**config.mk**
```make
export PLATFORM = sky130hd
export DESIGN_NAME = flight_cntrl
export DESIGN_NICKNAME = d
export VERILOG_FILES = /design/src/rtl/flight_cntrl_pkg.sv /design/src/rtl/flight_cntrl_axis_pd.sv /design/src/rtl/flight_cntrl.sv
export SDC_FILE = /design/constraint.sdc
export NUM_CORES = 1
export LEC_CHECK = 0
export ABC_AREA = 1
export BUFFER_PORTS_ARGS = -buffer_cell sky130_fd_sc_hd__clkbuf_2
export CORE_ASPECT_RATIO = 0.5
export CORE_MARGIN = 5
export CORE_UTILIZATION = 56
export DETAILED_ROUTE_END_ITERATION = 10
export PLACE_DENSITY = 0.74
export SETUP_SLACK_MARGIN = 0.05
export SLEW_MARGIN = 20
export SYNTH_ARGS = -nofsm -noshare
export SYNTH_HDL_FRONTEND = slang
export SYNTH_SLANG_ARGS = --single-unit
```
**constraint.sdc**
```tcl
create_clock -name clk -period 14.7 [get_ports clk]
set_input_delay 2.94 -clock clk [delete_from_list [all_inputs] [get_ports clk]]
set_output_delay 2.94 -clock clk [all_outputs]
set_load 0.01 [all_outputs]
```
**src/rtl/flight_cntrl_pkg.sv**
```systemverilog
// Shared constants, fixed-point types and saturation helpers for the flight_cntrl PD mixer.
// Optional simulation assertions are enabled by defining FLGHT_CNTRL_ASSERT_EN.
package flight_cntrl_pkg;

  localparam int          D_QUEUE_DEPTH = 14;
  localparam logic [12:0] MIN_RUN_SPEED = 13'h200;
  localparam logic [10:0] CAL_SPEED     = 11'h1B0;
  localparam int          DTERM         = 7;

  localparam int ERR_W   = 10;
  localparam int DDIFF_W = 6;
  localparam int PTERM_W = 10;
  localparam int DTERM_W = 12;
  localparam int MIX_W   = 13;

  typedef logic signed [ERR_W-1:0]   err_sat_t;
  typedef logic signed [DDIFF_W-1:0] ddiff_t;
  typedef logic signed [PTERM_W-1:0] pterm_t;
  typedef logic signed [DTERM_W-1:0] dterm_t;
  typedef logic signed [MIX_W-1:0]   mix_t;

  function automatic err_sat_t sat_err(input logic signed [16:0] v);
    if (v > 17'sd511) return 10'sh1FF;
    else if (v < -17'sd512) return 10'sh200;
    else return v[9:0];
  endfunction

  function automatic ddiff_t sat_ddiff(input logic signed [10:0] v);
    if (v > 11'sd31) return 6'sh1F;
    else if (v < -11'sd32) return 6'sh20;
    else return v[5:0];
  endfunction

  function automatic logic [10:0] sat_u11(input mix_t v);
    if (v < 13'sd0) return 11'h000;
    else if (v > 13'sd2047) return 11'h7FF;
    else return v[10:0];
  endfunction

endpackage

```
**src/rtl/flight_cntrl_axis_pd.sv**
```systemverilog
// One axis of the PD controller: saturated error, 5/8 proportional term, and a derivative
// taken against the oldest entry of a vld-advanced error history. FLGHT_CNTRL_ASSERT_EN adds range checks.
module axis_pd #(
  parameter int D_QUEUE_DEPTH = flight_cntrl_pkg::D_QUEUE_DEPTH,
  parameter int DTERM         = flight_cntrl_pkg::DTERM
) (
  input  logic                      clk,
  input  logic                      rst_n,
  input  logic                      i_vld,
  input  logic [15:0]               i_des,
  input  logic [15:0]               i_meas,
  output flight_cntrl_pkg::pterm_t  o_pterm,
  output flight_cntrl_pkg::dterm_t  o_dterm
);
  import flight_cntrl_pkg::*;

  logic signed [16:0] w_err;
  err_sat_t           w_err_sat;
  err_sat_t           w_oldest;
  logic signed [10:0] w_diff;
  ddiff_t             w_ddiff;
  err_sat_t           r_queue [D_QUEUE_DEPTH];

  // 17-bit difference so full-scale opposite-sign inputs cannot wrap
  assign w_err     = $signed({i_meas[15], i_meas}) - $signed({i_des[15], i_des});
  assign w_err_sat = sat_err(w_err);
  assign o_pterm   = (w_err_sat >>> 1) + (w_err_sat >>> 3);

  assign w_oldest = r_queue[D_QUEUE_DEPTH-1];
  assign w_diff   = $signed({w_err_sat[9], w_err_sat}) - $signed({w_oldest[9], w_oldest});
  assign w_ddiff  = sat_ddiff(w_diff);
  assign o_dterm  = dterm_t'(w_ddiff) * dterm_t'(DTERM);

  // Error history: shifts only on valid samples, cleared by reset
  always_ff @(posedge clk) begin
    if (!rst_n) begin
      for (int i = 0; i < D_QUEUE_DEPTH; i++) r_queue[i] <= {ERR_W{1'b0}};
    end else if (i_vld) begin
      r_queue[0] <= w_err_sat;
      for (int i = 1; i < D_QUEUE_DEPTH; i++) r_queue[i] <= r_queue[i-1];
    end
  end

`ifdef FLGHT_CNTRL_ASSERT_EN
  a_dterm_range: assert property (@(posedge clk) (o_dterm >= -12'sd224) && (o_dterm <= 12'sd217));
  a_pterm_range: assert property (@(posedge clk) (o_pterm >= -10'sd320) && (o_pterm <= 10'sd318));
`else
`endif

endmodule

```
**src/rtl/flight_cntrl.sv**
```systemverilog
// Quadcopter PD mixer top: three axis_pd instances mixed with thrust into four saturated
// 11-bit motor speeds, overridden during inertial calibration. FLGHT_CNTRL_ASSERT_EN adds checks.
module flight_cntrl #(
  parameter int          D_QUEUE_DEPTH = flight_cntrl_pkg::D_QUEUE_DEPTH,
  parameter logic [12:0] MIN_RUN_SPEED = flight_cntrl_pkg::MIN_RUN_SPEED,
  parameter logic [10:0] CAL_SPEED     = flight_cntrl_pkg::CAL_SPEED,
  parameter int          DTERM         = flight_cntrl_pkg::DTERM
) (
  input  logic        clk,
  input  logic        rst_n,
  input  logic        vld,
  input  logic        inertial_cal,
  input  logic [15:0] d_ptch,
  input  logic [15:0] d_roll,
  input  logic [15:0] d_yaw,
  input  logic [15:0] ptch,
  input  logic [15:0] roll,
  input  logic [15:0] yaw,
  input  logic [8:0]  thrst,
  output logic [10:0] frnt_spd,
  output logic [10:0] bck_spd,
  output logic [10:0] lft_spd,
  output logic [10:0] rght_spd
);
  import flight_cntrl_pkg::*;

  pterm_t w_ptch_pterm, w_roll_pterm, w_yaw_pterm;
  dterm_t w_ptch_dterm, w_roll_dterm, w_yaw_dterm;
  mix_t   w_base, w_ptch_corr, w_roll_corr, w_yaw_corr;
  mix_t   w_frnt, w_bck, w_lft, w_rght;

  axis_pd #(.D_QUEUE_DEPTH(D_QUEUE_DEPTH), .DTERM(DTERM)) u_ptch (
    .clk(clk), .rst_n(rst_n), .i_vld(vld), .i_des(d_ptch), .i_meas(ptch),
    .o_pterm(w_ptch_pterm), .o_dterm(w_ptch_dterm));
  axis_pd #(.D_QUEUE_DEPTH(D_QUEUE_DEPTH), .DTERM(DTERM)) u_roll (
    .clk(clk), .rst_n(rst_n), .i_vld(vld), .i_des(d_roll), .i_meas(roll),
    .o_pterm(w_roll_pterm), .o_dterm(w_roll_dterm));
  axis_pd #(.D_QUEUE_DEPTH(D_QUEUE_DEPTH), .DTERM(DTERM)) u_yaw (
    .clk(clk), .rst_n(rst_n), .i_vld(vld), .i_des(d_yaw), .i_meas(yaw),
    .o_pterm(w_yaw_pterm), .o_dterm(w_yaw_dterm));

  assign w_base      = $signed(MIN_RUN_SPEED + {4'b0000, thrst});
  assign w_ptch_corr = mix_t'(w_ptch_pterm) + mix_t'(w_ptch_dterm);
  assign w_roll_corr = mix_t'(w_roll_pterm) + mix_t'(w_roll_dterm);
  assign w_yaw_corr  = mix_t'(w_yaw_pterm) + mix_t'(w_yaw_dterm);

  assign w_frnt = w_base - w_ptch_corr - w_yaw_corr;
  assign w_bck  = w_base + w_ptch_corr - w_yaw_corr;
  assign w_lft  = w_base - w_roll_corr + w_yaw_corr;
  assign w_rght = w_base + w_roll_corr + w_yaw_corr;

  // Calibration overrides the mix but the error queues keep running underneath
  assign frnt_spd = inertial_cal ? CAL_SPEED : sat_u11(w_frnt);
  assign bck_spd  = inertial_cal ? CAL_SPEED : sat_u11(w_bck);
  assign lft_spd  = inertial_cal ? CAL_SPEED : sat_u11(w_lft);
  assign rght_spd = inertial_cal ? CAL_SPEED : sat_u11(w_rght);

`ifdef FLGHT_CNTRL_ASSERT_EN
  a_cal_speed: assert property (@(posedge clk) inertial_cal |->
    ((frnt_spd == CAL_SPEED) && (bck_spd == CAL_SPEED) &&
     (lft_spd == CAL_SPEED) && (rght_spd == CAL_SPEED)));
`else
`endif

endmodule

```
# == Word-level counts from Yosys, hierarchy flattened ==
# Memories as Yosys holds them, arrays and structs flattened.
# Cells that the tools add are included.
# totals
regBits,0
latch_bits,0
ramBits,420
rom_bits,0
in_bits,109
out_inout_bits,44
wordCells,159
n_memories,3
# op_classes
addsub,21
mul,3
n_div,0
magnitude_cmp,20
n_eq_ne,0
shifts,0
n_mux,70
bitwise,42
n_reduce_logical,0
# memory_table
name,depth,word_bits,read_ports,rd_ports_with_merged_regs,write_ports,line_no,rtl
u_ptch.r_queue,14,10,14,0,14,flight_cntrl_axis_pd.sv:22,err_sat_t r_queue [D_QUEUE_DEPTH];
u_roll.r_queue,14,10,14,0,14,flight_cntrl_axis_pd.sv:22,
u_yaw.r_queue,14,10,14,0,14,flight_cntrl_axis_pd.sv:22,
# ops
operator,n
two-way mux 10 bit,48
two-way mux 11 bit,12
"> comparator 13 x 12 -> 1 bit, second input constant",4
"less-than comparator 13 x 1 -> 1 bit, second input constant",4
"> comparator 17 x 10 -> 1 bit, second input constant",3
"less-than comparator 17 x 10 -> 1 bit, second input constant",3
subtractor 16 x 16 -> 17 bit,3
bitwise OR 1 bit,42
two-way mux 6 bit,6
adder 10 x 10 -> 11 bit,3
"> comparator 11 x 6 -> 1 bit, second input constant",3
"less-than comparator 11 x 6 -> 1 bit, second input constant",3
subtractor 10 x 10 -> 11 bit,3
adder 9 x 7 -> 10 bit,3
"multiplier 6 x 4 -> 10 bit, second input constant",3
adder 12 x 13 -> 13 bit,2
adder 13 bit,2
subtractor 12 x 13 -> 13 bit,2
subtractor 13 bit,2
"adder 10 x 9 -> 11 bit, first input constant",1
two-way mux 1 bit,4

# == Longest topological paths before layout ==
# depth
word_depth,16
ltp_mapped,61
mapped_depth_nobuf,60

# == By module ==
# Synthesis repeated with hierarchy kept, for this count alone.
# unflattened
cells_unflattened,3375
area_unflattened_um2,29055.4
# modules_own_cells
module,n_inst,cells_per_inst,area_per_inst_um2,seq_area_each_um2
axis_pd (u_yaw),1,850,7822.5,4204.0
axis_pd (u_roll),1,848,7803.7,4204.0
axis_pd (u_ptch),1,835,7796.2,4204.0
flight_cntrl,1,842,5632.9,0.0

# == Worst setup path after synthesis ==
# No wires, ideal clock.
# synth_path
path_type,input to output
start,in yaw[0]
end,out lft_spd[0]
t_arrival_ns,11.176
required_time_ns,11.760
slack_ns,0.584
stages,50
path_buffers,1
cell_sequence,inv_1 ha_1 fa_1 inv_1 nand3_1 nand3_1 a21oi_1 inv_1 nand3b_1 nand2_1 nand2_1 nand2_2 inv_1 nand2_2 nand2_1 and2_1 ha_1 fa_1 [14 not listed] ha_1 nand2_1 o21ai_0 a21oi_1 o21bai_1 xor2_1 inv_1 fa_1 inv_1 ha_1 a21oi_1 o21bai_1 a21oi_1 nand2_1 nand2_1 nand3_1 buf_2 a21oi_1
# synth_via
elab_chain_len,15
elab_cells_between_ends,19
cone_classes,add/sub: 5; mul: 1; order compare: 6; mux: 7
# synth_lines
item,line_no,rtl
from (decl),flight_cntrl.sv:18,"input logic [15:0] yaw,"
subtractor 16 x 16 -> 17 bit *,flight_cntrl_axis_pd.sv:25,"assign w_err = $signed({i_meas[15], i_meas}) - $signed({i_des[15], i_des});"
less-than comparator 17 x 10 -> 1 bit,flight_cntrl_pkg.sv:24,else if (v < -17'sd512) return 10'sh200;
two-way mux 10 bit,flight_cntrl_pkg.sv:24,
two-way mux 10 bit *,flight_cntrl_pkg.sv:23,if (v > 17'sd511) return 10'sh1FF;
via u_yaw.w_err_sat[9],flight_cntrl_axis_pd.sv:18,err_sat_t w_err_sat;
subtractor 10 x 10 -> 11 bit,flight_cntrl_axis_pd.sv:30,"assign w_diff = $signed({w_err_sat[9], w_err_sat}) - $signed({w_oldest[9], w_oldest});"
less-than comparator 11 x 6 -> 1 bit,flight_cntrl_pkg.sv:30,else if (v < -11'sd32) return 6'sh20;
two-way mux 6 bit,flight_cntrl_pkg.sv:30,
two-way mux 6 bit,flight_cntrl_pkg.sv:29,if (v > 11'sd31) return 6'sh1F;
multiplier 6 x 4 -> 10 bit,flight_cntrl_axis_pd.sv:32,assign o_dterm = dterm_t'(w_ddiff) * dterm_t'(DTERM);
adder 10 x 10 -> 11 bit *,flight_cntrl.sv:45,assign w_yaw_corr = mix_t'(w_yaw_pterm) + mix_t'(w_yaw_dterm);
adder 13 bit *,flight_cntrl.sv:49,assign w_lft = w_base - w_roll_corr + w_yaw_corr;
> comparator 13 x 12 -> 1 bit,flight_cntrl_pkg.sv:36,else if (v > 13'sd2047) return 11'h7FF;
two-way mux 11 bit,flight_cntrl_pkg.sv:36,
two-way mux 11 bit *,flight_cntrl_pkg.sv:35,if (v < 13'sd0) return 11'h000;
two-way mux 11 bit *,flight_cntrl.sv:55,assign lft_spd = inertial_cal ? CAL_SPEED : sat_u11(w_lft);
to (decl),flight_cntrl.sv:22,"output logic [10:0] lft_spd,"
# Mark *: on every way through the listed nets, which the timed path passes. The rest lies on a longest branch.

# == Worst setup path after layout ==
# layout_path
start,in yaw[0]
end,out lft_spd[6]
# layout_via
elab_chain_len,15
elab_cells_between_ends,19
cone_classes,add/sub: 5; mul: 1; order compare: 6; mux: 7
# layout_lines
item,line_no
subtractor 16 x 16 -> 17 bit *,flight_cntrl_axis_pd.sv:25
less-than comparator 17 x 10 -> 1 bit,flight_cntrl_pkg.sv:24
two-way mux 10 bit,flight_cntrl_pkg.sv:24
two-way mux 10 bit *,flight_cntrl_pkg.sv:23
subtractor 10 x 10 -> 11 bit,flight_cntrl_axis_pd.sv:30
less-than comparator 11 x 6 -> 1 bit,flight_cntrl_pkg.sv:30
two-way mux 6 bit,flight_cntrl_pkg.sv:30
two-way mux 6 bit,flight_cntrl_pkg.sv:29
multiplier 6 x 4 -> 10 bit,flight_cntrl_axis_pd.sv:32
adder 10 x 10 -> 11 bit *,flight_cntrl.sv:45
adder 13 bit *,flight_cntrl.sv:49
> comparator 13 x 12 -> 1 bit,flight_cntrl_pkg.sv:36
two-way mux 11 bit,flight_cntrl_pkg.sv:36
two-way mux 11 bit *,flight_cntrl_pkg.sv:35
two-way mux 11 bit *,flight_cntrl.sv:55
# Mark *: on every way between the ends. The rest lies on a longest branch, timed or not.

==> impl_metrics.yaml <==
floorplanning:
  dieWidth_um: 323
  die_height_um: 167
  core_um2: 48500
  rows: 57
  fp.dieArea_um2: 53800
  io_pins: 153
  initial_core_util_pct: 56.6
logic_synthesis:
  synthFlopType: "edfxtp_1"
  synth_top_cell_by_area: "edfxtp_1"
  synth_cells: 3125
  synth_top_area_share_pct: 45.9
  async_reset_ff_share_pct: 0
  yosysMostFrequentCell: "inv_1"
  yosys_warnings: 0
  netlist_top_cells_count: "inv_1 (842), nand2_1 (637), edfxtp_1 (420), nor2_1 (354), ha_1 (194)"
  synth_seq_area_share_pct: 45.9
  synth_edf_count: 420
  ys_types: 46
  syn_avg_cell_area_um2: 8.79
  synth_area_leaders: "edfxtp_1 (46%), inv_1 (12%), ha_1 (8.8%)"
  ys_ff_latch: 420
  synth_area_um2: 27500
  synth_nets: 3530
routing:
  firstDrtPassIters: 5
  wl_per_cell_um: 14.3
  wl_um: 57500
  via_per_inst: 4.91
  post-route-drc-count: 0
  postRouteAntennaNets: 0
  vias: 19800
  detail_route.iter0.violations: 1493
finish:
  num_antenna_cells: 0
  area_growth_pct: 16.9
  drive_above_1_share_pct: 17.2
  fin_area_um2: 32100
  nNetsFinal: 3758
global_route:
  track_usage_pct: 20.2
  antenna_found_initial: 3
  overflow: 0
  grt_pass1_wl_um: 89900
  grt_max_degree: 220
  grt_pass1_vias: 18300
critical_path:
  end_kind: "output pin"
  reg2reg_slack_ns: 13.82
  path_common_cell: "nand2_1"
  criticalPathCategory: "in -> out"
  crit_path_start_kind: "primary input"
  required_ns: 11.76
  worstRegToRegCells: 2
  crit_fanout: 7
  crit_path_max_incr_delay_ns: 0.55
  slowest_stage: "fa_2"
  arrival_ns: 11.40
job:
  cap_violations: 0
clock_tree:
  cts_buffers: 40
  ctsLongestPathBuffers: 3
  htreeDepth: 2
  cts_tree: "built"
  insertion_delay_ns: 0.53
  clkTransAtPathRegs_ns: 0.06
  cts.sinks: 420
  cts_root_buf: "clkbuf_16"
sta:
  worst_hold_slack_ns: 0.495
  layout_setup_ws_ns: 0.363
  relSlewSlack_pct: 29.0
  maxSlewViolCount: 0
  fin_crit_sh_pct: 97.5
  setup_viol: 0
  fin_skew_ns: 0.0173
  fmax_mhz: 69.8
  worstMarginPinSlew_ns: 1.06
  hold_violations: 0
  grt_setup_unrepaired: "true"
  min_period_ns: 14.34
min_path:
  min_path_type: "reg -> reg"
  worstHoldPathCells: 2
place:
  place.detailed.hpwl_um: 40800
  gp_congestion: 0.891
  pre_cts_ws_ns: -0.343
  placed_area_um2: 29100
  port_buffers: 152
outcome:
  status: "finished clean"
[layout make-up]
class	count	area (um2)
clock buffers	52	1090
multi-input cells	1809	12800
clock inverters	18	151
repair buffers	238	1470
flip-flops and latches	420	12600
well taps	649	812
fillers	3845	16400
inverters	844	3170
[cells in the final DEF (no fill, tap or decap), drive strengths merged, types with 4 or more instances in the layout]
cell type and n:
o211ai 8, a22oi 4, inv 844, and2 9, nand2 652, a21oi 170, or2 5, o21ai 27
nand4 19, fa 102, nor3 24, o21bai 16, ha 194, nand3b 11, edfxtp 420, a31oi 4
xor2 66, nor2 357, nand3 92, clkbuf 199, buf 91, xnor2 34, clkinv 15, a21o 4
[state kept, by name, summed over array words and instances, names as in the netlist]
register	count
u_ptch.r_queue	140
u_roll.r_queue	140
u_yaw.r_queue	140
[timing repair]
action                                  CTS  global route
endpoints found under the hold margin     0             0
buffers inserted                          1            48
endpoints found under the setup margin   44            44
resized for setup                        33           255
pin swaps                                 2            78
gates cloned                              0             4
hold buffers                              0             0
[cells by family (layout without fill, tap and decap cells)]
kind of cell,after synthesis,count (layout),synth area share (%)
xor gates and xnor gates,100,100,3.22
AOI/OAI and AO/OA,242,243,4.96
buffers and inverters,900,1152,12.4
DFF,420,420,45.9
and+or+nand+nor,1167,1170,17.2
adders and majority gates,296,296,16.3
[metrics by stage]
| step | TNS (ns) | std cells | util, % |
|---|---|---|---|
| CTS | 0 | 3978 | 63.0 |
| detailed placement | -8.59 | 3907 | 60.1 |
| floorplan | 0 | 3125 | - |
| global route | -1.89 | 4030 | 66.2 |
| finish | 0 | 4030 | 66.2 |
| global placement | -1.90 | 3907 | 60.1 |
[routing by layer]
layer / share of wire [%] / track usage, % / vias to the layer above / wire [um]
met2: 45 / 31.0 / 442 / 25700
li1: - / - / 10100 / -
met5: 0 / 0 / - / 0
met4: 1.8 / 4.11 / 0 / 1030
met1: 48 / 31.2 / 9212 / 27600
met3: 5.5 / 2.50 / 78 / 3190
[path summary, 6_finish.rpt]
kind / startpoint / end
max: yaw[0] / lft_spd[6]
min: u_ptch.r_queue[0][114] / u_ptch.r_queue[0][124]
max reg2reg: u_yaw.r_queue[1][6] / u_yaw.r_queue[1][16]
min reg2reg: u_ptch.r_queue[0][114] / u_ptch.r_queue[0][124]
[worst max-delay path, delay by kind of cell]
kind / cells / cell delay [ns]
buffers and inverters: 13 / 1.35
adders and majority gates: 10 / 3.85
and+or+nand+nor: 16 / 1.66
AOI/OAI and AO/OA: 8 / 1.17
xor gates and xnor gates: 2 / 0.41
Power is not shown: default switching activity piles up to over one toggle a cycle in this logic, so the estimate is an artifact.
